--- config.mk ---
export PLATFORM = sky130hd
export DESIGN_NAME = opb_register_simulink2ppc
export DESIGN_NICKNAME = d
export VERILOG_FILES = /design/src/rtl/opb_register_simulink2ppc.sv
export SDC_FILE = /design/constraint.sdc
export NUM_CORES = 1
export LEC_CHECK = 0
export CAP_MARGIN = 20
export CORE_MARGIN = 1
export CORE_UTILIZATION = 65
export CTS_BUF_LIST = sky130_fd_sc_hd__clkbuf_8
export DETAILED_ROUTE_END_ITERATION = 8
export DONT_BUFFER_PORTS = 1
export PLACE_DENSITY = 0.81
export SYNTH_ARGS = -nofsm -noshare
export SYNTH_HDL_FRONTEND = slang
export SYNTH_SLANG_ARGS = --single-unit
--- constraint.sdc ---
create_clock -name OPB_Clk -period 2.5 [get_ports OPB_Clk]
set_clock_uncertainty 0.15 [all_clocks]
set_input_delay 0.375 -clock OPB_Clk [delete_from_list [all_inputs] [get_ports OPB_Clk]]
set_output_delay 0.375 -clock OPB_Clk [all_outputs]
set_load 0.01 [all_outputs]
--- src/rtl/opb_register_simulink2ppc.sv ---
// OPB slave register carrying one 32-bit word from fabric logic to the PowerPC.
// DATA returns the latest captured word. STATUS returns an update counter plus
// overrun and fresh flags, so software can poll without losing or re-reading samples.
//
// state | meaning
// IDLE  | waiting for an address hit on the OPB
// ACK   | one-cycle transfer acknowledge, read data driven on Sl_DBus
module opb_register_simulink2ppc #(
  parameter logic [31:0] C_BASEADDR   = 32'h0000_0000,
  parameter logic [31:0] C_HIGHADDR   = 32'h0000_00FF,
  parameter int          C_OPB_AWIDTH = 32,
  parameter int          C_OPB_DWIDTH = 32,
  parameter              C_FAMILY     = "virtex5"
) (
  input  logic                    OPB_Clk,
  input  logic                    OPB_Rst_n,
  output logic [0:C_OPB_DWIDTH-1] Sl_DBus,
  output logic                    Sl_errAck,
  output logic                    Sl_retry,
  output logic                    Sl_toutSup,
  output logic                    Sl_xferAck,
  input  logic [0:C_OPB_AWIDTH-1] OPB_ABus,
  input  logic [0:3]              OPB_BE,
  input  logic [0:C_OPB_DWIDTH-1] OPB_DBus,
  input  logic                    OPB_RNW,
  input  logic                    OPB_select,
  input  logic                    OPB_seqAddr,
  input  logic [31:0]             user_data_in,
  input  logic                    user_data_valid
);

  typedef enum logic {IDLE, ACK} state_t;

  state_t      state;
  logic        acc_read;
  logic        acc_status;
  logic        acc_clr;
  logic [31:0] shadow;
  logic [31:0] pending;
  logic        pending_vld;
  logic        fresh;
  logic        overrun;
  logic [15:0] count;

  logic [31:0] addr_off;
  logic        hit;
  logic        data_rd_ack;
  logic [31:0] rdata;
  logic        unused_ok;

  // Offset from the window base; an address below the base wraps high and misses.
  assign addr_off    = OPB_ABus - C_BASEADDR;
  assign hit         = OPB_select && (addr_off <= (C_HIGHADDR - C_BASEADDR));
  assign data_rd_ack = (state == ACK) && acc_read && !acc_status;

  assign rdata      = acc_status ? {count, 14'b0, overrun, fresh} : shadow;
  assign Sl_xferAck = (state == ACK);
  assign Sl_DBus    = ((state == ACK) && acc_read) ? rdata : '0;
  assign Sl_errAck  = 1'b0;
  assign Sl_retry   = 1'b0;
  assign Sl_toutSup = 1'b0;

  assign unused_ok = &{1'b0, |C_FAMILY, OPB_seqAddr, OPB_BE[0:2], OPB_DBus};

  // Bus FSM plus fabric capture; a capture arriving while a DATA read is being
  // acked is parked in pending so the read sees a stable word.
  always_ff @(posedge OPB_Clk) begin
    if (!OPB_Rst_n) begin
      state       <= IDLE;
      acc_read    <= 1'b0;
      acc_status  <= 1'b0;
      acc_clr     <= 1'b0;
      shadow      <= '0;
      pending     <= '0;
      pending_vld <= 1'b0;
      fresh       <= 1'b0;
      overrun     <= 1'b0;
      count       <= '0;
    end else begin
      case (state)
        IDLE: begin
          if (hit) begin
            state      <= ACK;
            acc_read   <= OPB_RNW;
            acc_status <= OPB_ABus[29];
            acc_clr    <= !OPB_RNW && OPB_ABus[29] && OPB_BE[3] && OPB_DBus[30];
          end
        end
        default: state <= IDLE;
      endcase

      // Clear first so a same-cycle overrun-setting capture below wins.
      if ((state == ACK) && acc_clr)
        overrun <= 1'b0;

      if (data_rd_ack) begin
        fresh <= 1'b0;
        if (user_data_valid) begin
          pending     <= user_data_in;
          pending_vld <= 1'b1;
        end
      end else if (pending_vld) begin
        pending_vld <= 1'b0;
        fresh       <= 1'b1;
        if (user_data_valid) begin
          shadow  <= user_data_in;
          count   <= count + 16'd2;
          overrun <= 1'b1;
        end else begin
          shadow <= pending;
          count  <= count + 16'd1;
        end
      end else if (user_data_valid) begin
        shadow <= user_data_in;
        fresh  <= 1'b1;
        count  <= count + 16'd1;
        if (fresh)
          overrun <= 1'b1;
      end
    end
  end

endmodule

# Yosys cells after proc, flatten, opt, wreduce, memory -nomap -nowiden
# Cells that the tools add are included.
# Widths: inputs -> output; s select.
dict set report classes {
  addsub 2
  n_lt_le_gt_ge 1
  n_mux 17
  bitwise 3
  n_reduce_logical 15
}
# op n
set ops {}
lappend ops {{$mux 32} 5}
lappend ops {{$mux 16} 3}
lappend ops {{$le 32x8->1 const B} 1}
lappend ops {{$add 16x1->16 const B} 1}
lappend ops {{$add 16x2->16 const B} 1}
lappend ops {{$mux 1} 9}
lappend ops {{$logic_and 1x1->1} 7}
lappend ops {{$reduce_and 2->1} 3}
lappend ops {{$reduce_or 2->1} 2}
lappend ops {{$not 1->1} 3}
lappend ops {{$logic_not 1->1} 2}
lappend ops {{$reduce_bool 2->1} 1}
dict set report totals {
  ff_bits 87
  input_bits 106
  out_inout_bits 36
  word_cells 48
}

# Logic depth before layout (Yosys ltp)
dict set report depth {
  word_depth 6
  depth_mapped 6
  ltp_nobuf 5
}

# Worst setup path after synthesis
# Ideal clock, no wire load.
dict set report synth_path {
  path_kind {input port to flip-flop}
  from {in user_data_valid}
  to {reg count[15]}
  setup_ps 70
  arrival_ps 1714
  t_required_ps 2280
  slack_ps 565
  stages 5
  path_buffers 1
  path_cell_list {buf_2 nor2_1 or4_1 or4_1 a21oi_1}
}
dict set report synth_between {
  elab_chain_len 2
  word_cells_on_any_way 4
  classes_between {mux: 2; reduce/logical: 2}
}
# element line_no
set synth_lines {}
lappend synth_lines {{start, declared} 29} ;# input logic user_data_valid
lappend synth_lines {{$mux 16 or $reduce_bool 2->1 (tied branches)} -}
lappend synth_lines {{$mux 16 or $reduce_and 2->1 (tied branches)} -}
lappend synth_lines {{end signal, assigned} 107} ;# count <= count + 16'd2;
lappend synth_lines {{end signal, assigned} 111} ;# count <= count + 16'd1;
lappend synth_lines {{end signal, assigned} 116} ;# count <= count + 16'd1;
lappend synth_lines {{end, declared} 43} ;# logic [15:0] count;
# Parallel ways exist; a longest one is shown, timed or not.
# A chain may end at the register's enable or synchronous reset.

# Final worst setup path
dict set report layout_path {
  from {reg count[1]}
  to {reg count[15]}
}
dict set report layout_between {
  elab_chain_len 3
  word_cells_on_any_way 5
  classes_between {add/sub: 2; mux: 3}
}
# element line_no
set layout_lines {}
lappend layout_lines {{$add 16x1->16 or $add 16x2->16 (tied branches)} {111, 116, 107}}
lappend layout_lines {{$mux 16 (on tied branches)} {113, 105}}
lappend layout_lines {{$mux 16 *} 102} ;# end else if (pending_vld) begin
# Mark *: on every way between the ends. The rest lies on a longest branch, timed or not. The select of a mux whose other input is x is not followed.

==> impl_results.md <==
* Outcome: complete, no violations
* Vias post-DR at 3444
* Final hold slack at 0.00836 ns
* Die ar. at 0.00648 mm²
* WL final at 9500 µm
* Number of synthesized register bits at 87
* Nets at 602
* Leak pwr at 1.57 nW
* Post-Synthesis Mean Instance Area at 8.31 µm²
* Sw Share at 0.236
* Synthesized instance count at 482
* Synth top area share at 0.435
* Pin count of the biggest net entering global routing at 79
* RR Startpoint: count[1]
* Starting DRT DRC Count at 259
* Setup TNS at 0 ns
* Routed vias/inst at 6.00
* 1st-pass router iterations at 4
* Maximum clock rate at 0.438 GHz
* Clk Latency, worst-skew pair at 0.36 ns
* Sequential fraction of the synthesis area at 0.435
* Pint at 2.04 mW
* Data arrival, critical path at 2.41 ns
* Maximum vdd drop at 0.478 mV
* Sw power at 633 µW
* Reg power frac at 0.541
* Wire per inst at 16.5 µm
* TritonCTS clock tree: done
* Min-Delay Endpoint: count[14]
* Tightest Hold Check Type: in -> reg
* Post-synth EDFFs at 0
* Synth area leader: dfxtp_1
* Tcrit/Tclk final at 0.913
* Clock slew seen by the registers of the worst setup and hold paths at 0.09 ns
* Crit path launch type: flip-flop
* Reg-to-reg slack, setup at 0.22 ns
* Worst r2r dst: count[15]
* Placed Cells at 528
* Unrepaired setup endpoints after global routing: false
* Post-DP HPWL at 5720 µm
* Crit Path Max Fanout at 12
* Clock power frac at 0.389
* Worst Hold Path Cells at 2
* HP Start: OPB_Rst_n
* CP Capture Type: flip-flop
* Gate power share at 0.070
* Ys Warns at 0
* Tmin final at 2.28 ns
* Max-slew violations at 0
* Crit path max-delay family: simple AND/OR/NAND/NOR gates
* Crit-path max cell delay at 0.59 ns
* Clock buffer depth at 2
* Pwr dens at 588 mW/mm²
* Layout cell share with drive strength beyond 1 at 0.0561
* Max-Cap Viols at 0
* Critical path required time at 2.63 ns
* Slew HR at 0.627
* Routed Antenna Nets at 0
* Most frequent cell on the critical path: or4_1
* Buf/Inv on CP at 0
* Residual DRC at 0
* Fin cells at 574
* Synth Flop Type: dfxtp_1
* Reg2reg path depth at 5
* Async S/R FF share, synth at 0
* Final Wtd Congestion at 0.811
* Synth top area cells: dfxtp_1 (44%), mux2i_1 (14%), nand2_1 (7.6%)
* Ant. Diodes at 0
* Num rows at 28
* Worst Max-Slew Pin Slew at 0.558 ns
* Layout area overhead at 13.7%
* Core box area at 0.00592 mm²
* Post-CTS Hold Fix Bufs at 30
* Initial antenna violation count at 0
* Port bufs at 0
* Num CTS Buffers at 9
* Chip Height at 80.5 µm
* Slowest stage cell, crit path: or4_1
* Setup Buffers After CTS at 0
* Final hold viol count at 0
* Post-synthesis cell type count at 35
* Overall Global Routing Usage at 0.301
* Starting density of the core at 0.676
* Clock sink total at 87
* Clock root buffer: clkbuf_8
* PostCTS Resize Cnt at 0
* # IOs at 142
* Mapped cell area at 0.00400 mm²
* Global-route wire length before repair at 14900 µm
* GRT overflow at 0
* Crit path kind: reg -> reg
* Crit-path cells: ha_1 -> nand2_1 -> or4_1 -> or4_1 -> a21oi_1
* Vias in the first global route at 3154
* H-tree depth at 3
* Fin util at 0.769
* Die W at 80.5 µm
* Final setup vio count at 0
## worst reg2reg max path, stage by stage (launching register included)
cell     delay [ns]
dfxtp_1        0.45
ha_1           0.22
nand2_1        0.06
or4_1          0.59
or4_1          0.53
a21oi_1        0.21
## final cells by class
type                            count  area (µm²)
Clock buffer                       11         151
Clock inverter                      5        63.8
Fill cell                         398        1370
Inverter                            3        11.3
Multi-Input combinational cell    354        2100
Sequential cell                    87        1740
Tap cell                           75        93.8
Timing Repair Buffer               39         393
## routing by layer
metal,track usage,share of wire,vias to the layer above
met5,0,0,-
met4,0.120,0.019,0
met3,0.0580,0.057,14
met2,0.494,0.52,103
met1,0.386,0.41,1625
li1,-,-,1702
## synthesized netlist by cell type, types with 2 or more instances
library cell and count:
buf_4 3, a21oi_1 48, nand3_1 6, and3_1 2
nand4_1 3, nand2_1 81, nor2_1 56, nor4_1 6
nor3_1 4, ha_1 2, a211oi_1 32, or3_1 6
clkbuf_1 26, inv_1 3, xnor2_1 2, and2_1 15
o21ai_0 7, o31ai_1 6, or4_1 8, nor4b_1 2
dfxtp_1 87, and3b_1 2, mux2i_1 55, buf_2 6
buf_1 4
## power groups by stage
stage                     clock, mW  combinational [mW]  sequential (mW)
after floorplan                   0               0.139             1.47
after global placement            0               0.142             1.48
after detailed placement          0               0.149             1.48
after CTS                      1.04               0.187             1.45
after global routing           1.10               0.207             1.45
final                          1.04               0.188             1.45
## kinds of logic (layout without fill, tap and decap cells)
kind of cell               after synthesis  after routing  share of synthesized area
AOI/OAI and AO/OA                       95             95                      0.143
muxes                                   56             56                      0.140
xor gates and xnor gates                 2              2                    0.00438
other                                    1              3                   0.000937
DFF                                     87             87                      0.435
adders and majority gates                2              2                    0.00625
and+or+nand+nor                        196            196                      0.224
buffers and inverters                   43             58                     0.0453
## cell usage in the layout (no fill, tap or decap), types with 3 or more instances in the layout
master         instances
mux2i_1               55
a211oi_1              32
a21oi_1               48
dfxtp_1               87
or3_1                  6
nor4_1                 6
conb_1                 3
dlygate4sd3_1         30
o21ai_0                7
o31ai_1                6
nand4_1                3
nand2_1               81
or4_1                  8
nand3_1                6
buf_4                  7
and2_1                15
nor2_1                55
clkbuf_8              11
nor3_1                 4
## flip-flops by register name, summed over array words and instances (netlist names)
name         count
overrun          1
acc_read         1
Sl_xferAck       1
acc_status       1
shadow          32
fresh            1
pending_vld      1
pending         32
count           16
acc_clr          1
## through the flow
step           setup slack, ns  cell area [µm²]  power, mW
6_report                 0.217             4550       2.68
5_1_grt                  0.108             4550       2.76
4_1_cts                  0.279             4550       2.68
3_5_place_dp             0.324             4040       1.63
3_3_place_gp             0.398             4040       1.62
2_1_floorplan            0.565             4010       1.61
## how the worst max path moves through the flow
stage	from	endpoint	slack [ns]	cells past startpoint
floorplan	user_data_valid	count[15]	0.57	5
global placement	count[1]	count[15]	0.40	5
detailed placement	count[1]	count[15]	0.32	5
CTS	count[1]	count[15]	0.28	5
global route	count[1]	count[15]	0.11	5
finish	count[1]	count[15]	0.22	5
No activity file was read; power rests on OpenSTA's default activity.
